**src/rtl/hilo_mul_seq.sv**
```systemverilog
// Sequential shift-add multiply / multiply-accumulate unit owning the HI/LO pair.
// One iteration per clock; HI/LO update on the ACC edge or on MTHI/MTLO writes in IDLE.
module hilo_mul_seq #(
    parameter int unsigned WIDTH = 32
) (
    input  logic             clk,
    input  logic             rst_n,
    input  logic             start,
    input  logic [1:0]       op,
    input  logic [WIDTH-1:0] operand_a,
    input  logic [WIDTH-1:0] operand_b,
    input  logic             flush,
    input  logic             hi_wr,
    input  logic             lo_wr,
    input  logic [WIDTH-1:0] wr_data,
    output logic             busy,
    output logic             done,
    output logic [WIDTH-1:0] hi_out,
    output logic [WIDTH-1:0] lo_out
);

    localparam int unsigned PW    = 2 * WIDTH;
    localparam int unsigned CNT_W = $clog2(WIDTH);

    localparam logic [1:0] S_IDLE = 2'd0;
    localparam logic [1:0] S_MULT = 2'd1;
    localparam logic [1:0] S_ACC  = 2'd2;

    logic [1:0]       state, state_nxt;
    logic [1:0]       op_q;
    logic             neg_q;
    logic [PW-1:0]    mcand;
    logic [WIDTH-1:0] mplier;
    logic [PW-1:0]    product;
    logic [CNT_W-1:0] cnt;

    logic             signed_op;
    logic             start_go;
    logic             acc_op;
    logic [WIDTH-1:0] mag_a, mag_b;
    logic [PW-1:0]    prod_s;
    logic [PW-1:0]    hilo_sum;

    always_ff @(posedge clk or negedge rst_n) begin
        if (!rst_n) begin
            state <= S_IDLE;
        end else begin
            state <= state_nxt;
        end
    end

    always_comb begin
        state_nxt = state;
        case (state)
            S_IDLE: if (start && !flush) state_nxt = S_MULT;
            S_MULT: begin
                if (flush)                          state_nxt = S_IDLE;
                else if (cnt == CNT_W'(WIDTH - 1))  state_nxt = S_ACC;
            end
            S_ACC:   state_nxt = S_IDLE;
            default: state_nxt = S_IDLE;
        endcase
    end

    // Magnitudes: negating 0x8000_0000 yields 2^(WIDTH-1), still correct as unsigned.
    always_comb begin
        signed_op = op[0];
        start_go  = (state == S_IDLE) && start && !flush;
        mag_a     = (signed_op && operand_a[WIDTH-1]) ? (-operand_a) : operand_a;
        mag_b     = (signed_op && operand_b[WIDTH-1]) ? (-operand_b) : operand_b;
        acc_op    = op_q[0] ^ op_q[1];
        prod_s    = neg_q ? (-product) : product;
        hilo_sum  = {hi_out, lo_out} + prod_s;
    end

    always_ff @(posedge clk or negedge rst_n) begin
        if (!rst_n) begin
            op_q    <= '0;
            neg_q   <= 1'b0;
            mcand   <= '0;
            mplier  <= '0;
            product <= '0;
            cnt     <= '0;
            hi_out  <= '0;
            lo_out  <= '0;
            busy    <= 1'b0;
            done    <= 1'b0;
        end else begin
            busy <= (state_nxt != S_IDLE);
            done <= (state == S_ACC) && !flush;

            if (start_go) begin
                op_q    <= op;
                mcand   <= PW'(mag_a);
                mplier  <= mag_b;
                neg_q   <= signed_op & (operand_a[WIDTH-1] ^ operand_b[WIDTH-1]);
                product <= '0;
                cnt     <= '0;
            end

            if ((state == S_MULT) && !flush) begin
                if (mplier[0]) product <= product + mcand;
                mcand  <= mcand << 1;
                mplier <= mplier >> 1;
                cnt    <= cnt + CNT_W'(1);
            end

            // Architectural writes are only honoured while idle.
            if (state == S_IDLE) begin
                if (hi_wr) hi_out <= wr_data;
                if (lo_wr) lo_out <= wr_data;
            end

            if ((state == S_ACC) && !flush) begin
                {hi_out, lo_out} <= acc_op ? hilo_sum : prod_s;
            end
        end
    end

endmodule

```
**config.mk**
```make
export PLATFORM = sky130hd
export DESIGN_NAME = hilo_mul_seq
export DESIGN_NICKNAME = d
export VERILOG_FILES = /design/src/rtl/hilo_mul_seq.sv
export SDC_FILE = /design/constraint.sdc
export NUM_CORES = 1
export LEC_CHECK = 0
export BUFFER_PORTS_ARGS = -buffer_cell sky130_fd_sc_hd__buf_2
export CAP_MARGIN = 20
export CORE_ASPECT_RATIO = 1.2
export CORE_MARGIN = 5
export CORE_UTILIZATION = 55
export CTS_CLUSTER_DIAMETER = 40
export DETAILED_ROUTE_END_ITERATION = 10
export PLACE_DENSITY = 0.8
export SETUP_SLACK_MARGIN = 0.15
export SYNTH_ARGS = -nofsm -noshare
export SYNTH_HDL_FRONTEND = slang
export SYNTH_SLANG_ARGS = --single-unit
```
**constraint.sdc**
```tcl
create_clock -name clk -period 7.7 [get_ports clk]
set_clock_uncertainty 0.1 [all_clocks]
set_input_delay 0.77 -clock clk [delete_from_list [all_inputs] [get_ports clk]]
set_output_delay 0.77 -clock clk [all_outputs]
set_load 0.005 [all_outputs]
```
==> run summary, run 1 <==
========================================================================================
Synthesis-stage register bit count ........................................          236
Ratio of routed vias to standard cells ....................................         6.41
Pre-CTS setup slack .......................................................      1.49 ns
Number of enable-type register cells in the synthesized netlist ...........            0
Worst-case headroom to the max-slew limit .................................        25.9%
Time the worst path needs with I/O delays and setup .......................      6.35 ns
Antenna Nets Post-Route ...................................................            0
Most common flop cell mapped by yosys .....................................      dfrtp_1
Longest individual stage delay on the worst path ..........................      0.59 ns
Worst path slowest cell ...................................................        or4_1
VDD IR-drop max ...........................................................       125 uV
Mapped cell area ..........................................................  0.0199 mm^2
Max-cap violations ........................................................            0
Most common cell on crit path .............................................      o21ai_0
Total negative slack for setup checks .....................................         0 ns
Port Buffer Count .........................................................          169
Number of setup violations in the final report ............................            0
Crit Path Class ........................................................... flop to flop
Cell Pwr Density ..........................................................  313 mW/mm^2
Part of the cycle the worst path needs ....................................        82.5%
Family with the most delay on the worst path .............................. compound AO/OA/AOI/OAI gates
Final worst setup slack ...................................................      1.35 ns
Final count of pins violating max slew ....................................            0
Final layout net count ....................................................         2724
Root cell of the clock tree ...............................................    clkbuf_16
TritonCTS sink count ......................................................          236
Maximum operating frequency ...............................................      157 MHz
Slew @ Worst Pin ..........................................................      1.11 ns
Synthesized area per cell .................................................    8.33 um^2
Type of the most critical hold path ....................................... input port to asynchronous set/reset pin
Clock transition at the registers of the reported paths ...................      0.06 ns
Total detailed-routing wirelength .........................................      61.0 mm
CP endpoint kind ..........................................................         flop
RSZ-0062 raised after global routing ......................................           no
Pin count of the biggest net entering global routing ......................          133
Leakage ...................................................................      10.1 nW
Share of the synthesized area in the top cell type ........................        29.7%
DIE WIDTH .................................................................       184 um
Core box area .............................................................  0.0358 mm^2
Gates resized, CTS repair .................................................            0
Number of warnings issued by yosys ........................................            0
Number of remaining DRC errors ............................................            0
Worst setup SP type .......................................................         flop
Total number of vias ......................................................        19100
Overall Global Routing Usage ..............................................        29.6%
Number of global-route vias before repair .................................        18000
CTS Buffer Depth ..........................................................            3
Path depth of the worst reg2reg path ......................................           18
Final GP Congestion .......................................................        0.989
Total of hold buffers inserted after clock tree synthesis .................            0
Arrival time reported for the critical path endpoint ......................      6.68 ns
Series of cell instances along the critical path .......................... or4_4 > or3_4 > or4_4 > or4_1 > o21ai_0 > xnor2_1 > ha_1 > nand2_1 > nor2_1 > nand3_1 > o21ai_0 > a31oi_1 > o21ai_0 > a31oi_1 > o31ai_1 > a21oi_1 > xnor2_1 > a221oi_1
Global-route wire length before repair ....................................      96.2 mm
Buffers and inverters on the worst path ...................................            0
Share of flip-flops with an asynchronous set or reset after synthesis .....         100%
Detailed-routing iteration count for the pre-antenna-repair pass ..........            7
Number of hold violations in the final report .............................            0
Chip Height ...............................................................       218 um
TritonCTS clock tree ......................................................         done
Total half-perimeter wirelength after legalization and detailed placement .      45.8 mm
Biggest area contributors in the synthesized netlist ...................... dfrtp_1 30%, ha_1 9.1%, o21ai_0 6.7%
Stages on the worst setup path ............................................           18
Largest area contributor in the synthesized netlist .......................      dfrtp_1
Post-CTS setup buffer count ...............................................            0
Crit-path max FO ..........................................................            6
Ports .....................................................................          170
Fraction of layout instances using a drive strength above 1 ...............        11.4%
Initial standard-cell utilization of the core .............................        55.4%
Overflow left after global routing ........................................            0
Count of unique library cells instantiated by Yosys .......................           69
Number of levels the H-tree was split into ................................            2
Critical path required time ...............................................      8.03 ns
Post-synth net total ......................................................         2638
Antenna violations before repair ..........................................            2
Register area share after synthesis .......................................        29.7%
Clock buffer count from CTS ...............................................           41
Gate Count Post-Synth .....................................................         2387
Total number of placement rows ............................................           76
Clock latency on the worst-skew pair ......................................      0.54 ns
Tot Pwr ...................................................................    0.00699 W
Area added between synthesis and finish ...................................        12.3%
Result of the run ......................................................... finished, final reports clean
Layout fillers ............................................................         3129
Die area ..................................................................  0.0401 mm^2
Average wire length per cell after detail routing .........................      20.5 um
Number of DRC markers in iteration 0 ......................................         1499
========================================================================================
synthesized netlist by cell type (5+ instances only):
master,instances
o21ai_0,265
dfrtp_1,236
or2_2,8
or4_1,16
and3_1,21
nand4_1,35
clkbuf_1,125
or3_1,32
a41oi_1,9
a221oi_1,5
nor2b_1,20
a211oi_1,45
xor2_1,88
a22oi_1,68
mux2i_1,52
a21o_1,71
nand2_1,180
nor3_1,29
inv_1,48
o21bai_1,29
nand2b_1,17
xnor2_1,150
o21a_1,10
o22ai_1,13
a31oi_1,21
mux2_2,9
o41ai_1,12
a221o_1,5
a22o_1,35
ha_1,145
nand3_1,103
a21oi_1,204
buf_1,10
o31ai_1,47
nor4_1,14
o211ai_1,22
nor2_1,122
and2_1,10
path summary, 6_finish.rpt:
check	start	end	slack, ns
max in group asynchronous	rst_n	busy	6.12
hold / removal	rst_n	mcand[10]	0.17
setup reg to reg	product[15]	hi_out[25]	1.35
setup / recovery	product[15]	hi_out[25]	1.35
hold reg to reg	cnt[3]	cnt[3]	0.40
min in group clk	op[1]	op_q[1]	0.37
worst register-to-register path, cell delays in order (launching register included):
cell and delay, ns:
dfrtp_1 0.43, or4_4 0.56, or3_4 0.36, or4_4 0.44, or4_1 0.59, o21ai_0 0.23, xnor2_1 0.12, ha_1 0.41
nand2_1 0.09, nor2_1 0.16, nand3_1 0.09, o21ai_0 0.34, a31oi_1 0.26, o21ai_0 0.58, a31oi_1 0.42, o31ai_1 0.51
a21oi_1 0.15, xnor2_1 0.14, a221oi_1 0.27
report_power, final:
group | leakage (nW) | switching [W] | internal (W)
clock network | 0.663 | 0.000659 | 0.00117
registers | 3.04 | 0.000277 | 0.00145
logic | 6.38 | 0.00207 | 0.00135
total | 10.1 | 0.00301 | 0.00398
routing by layer:
layer  routed length [um]  vias to the layer above  track usage [%]
met5                    0                        -                0
met3                 4320                      123             4.56
met1                26200                     9153             39.8
li1                     -                     9083                -
met2                27800                      694             47.9
met4                 2630                        0             11.5
flip-flops by register name, summed over array words and instances, names as in the netlist:
name     flops
hi_out      32
op_q         2
lo_out      32
mcand       64
mplier      32
neg_q        1
product     64
state        2
busy         1
done         1
cnt          5
cell usage in the layout, fill, tap and decap left out, types with 21 or more instances in the layout:
master / instances
a211oi_1: 45
nand2_1: 179
o211ai_1: 22
o21ai_0: 265
and3_1: 21
a21o_1: 71
xor2_1: 87
o21bai_1: 29
nor2_1: 121
nor3_1: 29
a31oi_1: 21
a21oi_1: 204
xnor2_1: 149
or3_1: 32
buf_2: 168
clkbuf_16: 41
nand3_1: 103
o31ai_1: 47
inv_1: 48
a22o_1: 35
ha_1: 145
nand4_1: 35
a22oi_1: 68
dfrtp_1: 235
mux2i_1: 52
kinds of logic (layout without fill, tap and decap cells):
logic type | count (synthesis) | count (layout) | share of synthesized area, %
other | 0 | 2 | 0
XOR/XNOR | 238 | 238 | 10.5
multiplexers | 61 | 61 | 3.13
adder cells (fa/ha/maj) | 147 | 147 | 9.33
flip-flops | 236 | 236 | 29.7
buffers and inverters | 187 | 301 | 3.58
AO/OA/AOI/OAI | 892 | 892 | 28.4
AND/OR/NAND/NOR | 626 | 626 | 15.4
layout make-up:
| cell class | instances | area [um^2] | share of cell area (%) |
|---|---|---|---|
| Multi-Input combinational cell | 1964 | 13300 | 59.7 |
| Sequential cell | 236 | 5910 | 26.5 |
| Clock buffer | 49 | 1080 | 4.82 |
| Timing Repair Buffer | 181 | 958 | 4.30 |
| Tap cell | 468 | 586 | 2.62 |
| Clock inverter | 22 | 285 | 1.28 |
| Inverter | 49 | 184 | 0.824 |
| Antenna cell | 2 | 5.00 | 0.0224 |
through the flow:
stage	util [%]	hold WS (ns)	instances	cell area [um^2]
after floorplan	-	0.349	2387	19900
after global placement	58.4	0.369	2898	20900
after detailed placement	58.4	0.394	2898	20900
after CTS	62.2	0.210	2969	22300
after global routing	62.2	0.247	2970	22300
final	62.2	0.166	2971	22300
Note: power is estimated with default switching activity, not from simulation.
==> inputs of run 2 (changes only) <==
--- a/config.mk
+++ b/config.mk
@@ -12,7 +12,7 @@
 export CORE_UTILIZATION = 55
 export CTS_CLUSTER_DIAMETER = 40
 export DETAILED_ROUTE_END_ITERATION = 10
-export PLACE_DENSITY = 0.8
+export PLACE_DENSITY = 0.83
 export SETUP_SLACK_MARGIN = 0.15
 export SYNTH_ARGS = -nofsm -noshare
 export SYNTH_HDL_FRONTEND = slang
==> constraint.sdc (replaced) <==
create_clock -name clk -period 5.35 [get_ports clk]
set_clock_uncertainty 0.1 [all_clocks]
set_input_delay 0.535 -clock clk [delete_from_list [all_inputs] [get_ports clk]]
set_output_delay 0.535 -clock clk [all_outputs]
set_load 0.005 [all_outputs]
==> run summary, run 2 (synthesis results as in run 1) <==
========================================================================================
Total half-perimeter wirelength after legalization and detailed placement .      48.4 mm   +5.6%
Final layout net count ....................................................         2882   +5.8%
Number of setup violations in the final report ............................            2   +2
RSZ-0062 raised after global routing ......................................          yes
Clock latency on the worst-skew pair ......................................      0.55 ns   about the same
Antenna Nets Post-Route ...................................................            0   unchanged
Ratio of routed vias to standard cells ....................................         6.34   -1.2%
Number of remaining DRC errors ............................................            0   unchanged
TritonCTS clock tree ......................................................         done
Total number of placement rows ............................................           76   unchanged
Final count of pins violating max slew ....................................            0   unchanged
Leakage ...................................................................      11.2 nW   +11%
Hold path cells ...........................................................            3
Die area ..................................................................  0.0401 mm^2   unchanged
Average wire length per cell after detail routing .........................      20.8 um   +1.4%
Number of non-filler instances in the completed layout ....................         3130   +5.4%
Hold Path End .............................................................      op_q[1]
DIE WIDTH .................................................................       184 um   unchanged
Diodes inserted ...........................................................            0   -2
Final worst setup slack ...................................................   -0.0466 ns   -1.39 ns
Number of global-route vias before repair .................................        19100   +6.1%
TritonCTS sink count ......................................................          236   unchanged
Clock buffer count from CTS ...............................................           41   unchanged
Initial standard-cell utilization of the core .............................        55.4%   unchanged
Overall Global Routing Usage ..............................................        31.1%   +1.5 points
Cell Pwr Density ..........................................................  467 mW/mm^2   +49%
Number of hold violations in the final report .............................            0   unchanged
Total number of vias ......................................................        19800   +4.1%
Pre-CTS setup slack .......................................................    -0.284 ns   -1.77 ns
# placed instances ........................................................         3029   +4.5%
Number of DRC markers in iteration 0 ......................................         1412   -5.8%
Worst setup SP type .......................................................         flop
Failing checks ............................................................ setup timing
Arrival time reported for the critical path endpoint ......................      5.69 ns   -0.99 ns
CP endpoint kind ..........................................................         flop
Slew @ Worst Pin ..........................................................      1.15 ns   +0.0438 ns
Port Buffer Count .........................................................          169   unchanged
Antenna violations before repair ..........................................            0   -2
Detailed-routing iteration count for the pre-antenna-repair pass ..........            5   -2
Root cell of the clock tree ...............................................    clkbuf_16
Worst Hold Launch .........................................................        op[1]
Ports .....................................................................          170   unchanged
Layout fillers ............................................................         2847   -9.0%
Tot Pwr ...................................................................     0.0115 W   +64%
Global-route wire length before repair ....................................       101 mm   +5.3%
Registers with the most flip-flops ........................................ mcand x64, product x64
Clock transition at the registers of the reported paths ...................      0.06 ns   about the same
Final GP Congestion .......................................................         1.00   +1.5%
Leading cell type in the layout, fill and taps excluded ...................      dfrtp_1
VDD IR-drop max ...........................................................       215 uV   +72%
Fraction of layout instances using a drive strength above 1 ...............        22.2%   +11 points
Crit Path Class ........................................................... flop to flop
Pin count of the biggest net entering global routing ......................          100   -25%
Critical register-to-register path endpoint ...............................   hi_out[26]
Max-cap violations ........................................................            0   unchanged
Maximum operating frequency ...............................................      185 MHz   +18%
Area added between synthesis and finish ...................................        23.5%
Most frequent cells in the layout ......................................... 235 x dfrtp_1, 233 x o21ai_0, 182 x a21oi_1, 176 x nand2_1, 168 x buf_2
R2R Path Start ............................................................  product[15]
Time the worst path needs with I/O delays and setup .......................      5.40 ns   -0.956 ns
CTS Buffer Depth ..........................................................            3   unchanged
Chip Height ...............................................................       218 um   unchanged
Path depth of the worst reg2reg path ......................................           19   +1
Type of the most critical hold path ....................................... input port to flop
R2R Setup Slk .............................................................     -0.05 ns   -1.39 ns
Overflow left after global routing ........................................            0   unchanged
Number of levels the H-tree was split into ................................            2   unchanged
Final core utilization ....................................................        68.5%   +6.2 points
Total detailed-routing wirelength .........................................      65.2 mm   +6.8%
Part of the cycle the worst path needs ....................................         101%   +18 points
Result of the run ......................................................... complete, but fails checks
Core box area .............................................................  0.0358 mm^2   unchanged
Crit-path max FO ..........................................................            4   -2
Worst-case headroom to the max-slew limit .................................        22.8%   -3.1 points
Critical path required time ...............................................      5.65 ns   -2.38 ns
========================================================================================
## run 2: cell count changes in the layout (fill, tap and decap cells not counted), sizes merged, moves of 2 or more
cell	delta
diode	-2
inv	+4
clkbuf	-2
buf	+157
## run 2: metrics by stage
stage / cell area (um^2) / TNS, ns / hold WS, ns
2_1_floorplan: 19900 / 0 / 0.139
3_3_place_gp: 21900 / -1.30 / 0.370
3_5_place_dp: 22000 / -2.42 / 0.383
4_1_cts: 23800 / -0.0311 / 0.0966
5_1_grt: 24500 / -1.11 / 0.115
6_report: 24500 / -0.0747 / 0.112
## run 2: layer usage
layer / part of all wire, % / global-route usage [%]
met5: 0 / 0
met4: 4.5 / 13.8
met3: 6.8 / 4.15
met2: 46 / 50.4
met1: 43 / 41.7
## run 2: power by group
group	leakage (nW)	total, W	internal, W	switching (W)
Clock	0.680	0.00267	0.00167	0.00100
Sequential	3.04	0.00245	0.00209	0.000354
Combinational	7.45	0.00634	0.00278	0.00355
Total	11.2	0.0115	0.00655	0.00491
## run 2: how the worst max path moves through the flow
stage | startpoint | to | cells past startpoint
final | product[15] | hi_out[26] | 19
after global routing | product[15] | hi_out[26] | 19
after CTS | product[15] | hi_out[18] | 20
after detailed placement | product[15] | hi_out[31] | 18
after global placement | product[15] | hi_out[27] | 19
after floorplan | product[15] | hi_out[30] | 19
## run 2: critical path: stages, from the launching register on
cell and delay [ns]:
dfrtp_1 0.37, or4_4 0.54, or3_4 0.34, or4_4 0.47, or2_4 0.27, or3_4 0.34, buf_4 0.16, o31ai_1 0.29
xnor2_1 0.19, ha_1 0.33, nand4_1 0.23, or4_4 0.60, nor3_2 0.12, o211ai_1 0.17, buf_4 0.18, nand2_2 0.08
a211oi_2 0.07, xnor2_1 0.14, a211oi_1 0.22, a211oi_1 0.07
## run 2: area by class of cell
cell class                      instances  area [um^2]  area share, %
Multi-Input combinational cell       1964        14300           58.3
Inverter                               49          184          0.749
Clock buffer                           47         1080           4.39
Clock inverter                         27          309           1.26
Tap cell                              468          586           2.39
Timing Repair Buffer                  339         2160           8.79
Sequential cell                       236         5910           24.1
## run 2: repair_timing
action,in CTS,in global routing
endpoints found under the hold margin,90,0
hold buffers,1,0
setup buffers,12,14
gates resized for setup,68,126
endpoints found under the setup margin,24,32
pin swaps,33,53
==> inputs of run 3 (changes only) <==
--- a/config.mk
+++ b/config.mk
@@ -13,6 +13,7 @@
 export CTS_CLUSTER_DIAMETER = 40
 export DETAILED_ROUTE_END_ITERATION = 10
 export PLACE_DENSITY = 0.83
+export REMOVE_ABC_BUFFERS = 1
 export SETUP_SLACK_MARGIN = 0.15
 export SYNTH_ARGS = -nofsm -noshare
 export SYNTH_HDL_FRONTEND = slang
==> run summary, run 3 (synthesis results as in run 1) <==
========================================================================================
Crit Path Class ........................................................... flop to flop
Core box area .............................................................  0.0358 mm^2   unchanged
Detailed-routing iteration count for the pre-antenna-repair pass ..........            5   unchanged
Type of the most critical hold path ....................................... input port to flop
Part of the cycle the worst path needs ....................................         102%   +1.2 points
Area added between synthesis and finish ...................................        23.9%
Ratio of routed vias to standard cells ....................................         6.40   +0.99%
Failing checks ............................................................ setup timing
CTS Buffer Depth ..........................................................            3   unchanged
Cell Pwr Density ..........................................................  472 mW/mm^2   +1.2%
Overall Global Routing Usage ..............................................        31.5%   +0.35 points
Crit-path max FO ..........................................................            4   unchanged
Critical register-to-register path endpoint ...............................   hi_out[30]
R2R Path Start ............................................................  product[15]
Storage cell area ......................................................... 0.00591 mm^2   unchanged
Registers with the most flip-flops ........................................ mcand x64, product x64
Worst-case headroom to the max-slew limit .................................        22.3%   -0.48 points
Overflow left after global routing ........................................            0   unchanged
Number of setup violations in the final report ............................            6   +4
Number of DRC markers in iteration 0 ......................................         1809   +28%
Number of levels the H-tree was split into ................................            2   unchanged
Number of remaining DRC errors ............................................            0   unchanged
Antenna Nets Post-Route ...................................................            0   unchanged
Total number of placement rows ............................................           76   unchanged
Area of the multi-input gates .............................................  0.0142 mm^2   -0.86%
Total detailed-routing wirelength .........................................      65.5 mm   +0.54%
Most frequent cells in the layout ......................................... 235 x dfrtp_1, 228 x o21ai_0, 189 x buf_4, 187 x a21oi_1, 177 x nand2_1
Hold path cells ...........................................................            3   unchanged
Final worst setup slack ...................................................    -0.111 ns   -0.0642 ns
Worst setup SP type .......................................................         flop
CP endpoint kind ..........................................................         flop
Path depth of the worst reg2reg path ......................................           19   unchanged
Total negative slack for setup checks .....................................    -0.277 ns   -0.202 ns
Leading cell type in the layout, fill and taps excluded ...................      dfrtp_1
Antenna violations before repair ..........................................            0   unchanged
Port Buffer Count .........................................................          169   unchanged
Slew @ Worst Pin ..........................................................      1.16 ns   +0.00596 ns
Average wire length per cell after detail routing .........................      20.8 um   -0.23%
Result of the run ......................................................... complete, but fails checks
Critical path required time ...............................................      5.62 ns   -0.03 ns
Die area ..................................................................  0.0401 mm^2   unchanged
Layout fillers ............................................................         2858   +0.39%
Worst Hold Launch .........................................................        op[1]
TritonCTS clock tree ......................................................         done
Total half-perimeter wirelength after legalization and detailed placement .      48.3 mm   -0.28%
Final GP Congestion .......................................................        0.981   -2.4%
Arrival time reported for the critical path endpoint ......................      5.73 ns   +0.04 ns
Placed standard-cell area .................................................  0.0220 mm^2   +0.33%
VDD IR-drop max ...........................................................       239 uV   +11%
Clock buffer count from CTS ...............................................           38   -7.3%
RSZ-0062 raised after global routing ......................................          yes
TritonCTS sink count ......................................................          236   unchanged
Final layout net count ....................................................         2908   +0.90%
Global-route wire length before repair ....................................       103 mm   +1.4%
Chip Height ...............................................................       218 um   unchanged
Fraction of layout instances using a drive strength above 1 ...............        22.3%   +0.099 points
Diodes inserted ...........................................................            0   unchanged
Number of hold violations in the final report .............................            0   unchanged
Pin count of the biggest net entering global routing ......................          138   +38%
Leakage ...................................................................      11.3 nW   +0.86%
Maximum operating frequency ...............................................      183 MHz   -1.2%
Final count of pins violating max slew ....................................            0   unchanged
Max-cap violations ........................................................            0   unchanged
Summed area of non-filler cells in the final layout .......................  0.0246 mm^2   +0.35%
Number of global-route vias before repair .................................        19400   +2.0%
Ports .....................................................................          170   unchanged
Clock latency on the worst-skew pair ......................................      0.54 ns   about the same
Time the worst path needs with I/O delays and setup .......................      5.46 ns   +0.0642 ns
R2R Setup Slk .............................................................     -0.11 ns   -0.06 ns
Clock transition at the registers of the reported paths ...................      0.06 ns   about the same
Root cell of the clock tree ...............................................    clkbuf_16
DIE WIDTH .................................................................       184 um   unchanged
Initial standard-cell utilization of the core .............................        55.4%   unchanged
Hold Path End .............................................................      op_q[1]
Total number of vias ......................................................        20200   +1.8%
========================================================================================
[run 3: power by group]
part	internal (W)	leakage, nW	switching [W]
Combinational	0.00292	7.57	0.00364
Clock	0.00164	0.665	0.000994
Sequential	0.00209	3.04	0.000337
Total	0.00666	11.3	0.00498
[run 3: worst max-delay path by stage]
stage                start         end  slack (ns)
4_1_cts        product[15]  hi_out[30]       -0.08
6_report       product[15]  hi_out[30]       -0.11
3_3_place_gp   product[15]  hi_out[31]       -0.15
5_1_grt        product[15]  hi_out[31]       -0.26
3_5_place_dp   product[15]  hi_out[31]       -0.28
2_1_floorplan        flush      cnt[2]       -0.28
[run 3: repair_timing]
item                       4_1_cts  5_1_grt
setup endpoints to repair       24       32
pin swaps                       49       73
hold endpoints to repair        55        0
setup buffers                   11       29
hold buffers                     1        0
gates resized for setup         95      102
[run 3: final cells by class]
| type | count | share of cell area, % |
|---|---|---|
| multi-input cells | 1964 | 57.6 |
| flip-flops and latches | 236 | 24.0 |
| repair buffers | 368 | 9.76 |
| clock buffers | 43 | 4.11 |
| well taps | 468 | 2.38 |
| clock inverters | 26 | 1.38 |
| inverters | 49 | 0.747 |
[run 3: critical path, cell delays in order, from the launching register on]
cell,delay [ns]
dfrtp_1,0.38
or4_4,0.54
or3_4,0.34
or4_4,0.45
or2_1,0.26
or3_1,0.35
or3_4,0.38
buf_6,0.14
o31ai_4,0.25
xnor2_2,0.12
ha_1,0.32
nand4_1,0.12
or4_4,0.45
nor3_2,0.18
o211ai_1,0.16
a21oi_2,0.27
o21ai_1,0.09
a31oi_1,0.17
xnor2_1,0.14
a21oi_1,0.08
[run 3: layer usage]
layer | part of all wire [%] | track usage (%) | vias up | wire (um)
li1 | - | - | 9459 | -
met1 | 41 | 40.3 | 9721 | 26600
met2 | 47 | 52.6 | 821 | 30900
met3 | 6.9 | 4.10 | 183 | 4490
met4 | 5.4 | 14.9 | 0 | 3560
met5 | 0 | 0 | - | 0
[run 3: through the flow]
step                setup slack, ns  cells  hold slack (ns)  power [W]  utilization (%)
detailed placement           -0.277   3043            0.371    0.00806             61.5
global placement             -0.154   3043            0.366    0.00795             61.5
floorplan                    -0.278   2249            0.139    0.00601                -
global route                 -0.256   3154            0.106     0.0123             68.7
CTS                         -0.0764   3124           0.0925     0.0110             66.6
finish                       -0.111   3154            0.111     0.0116             68.7
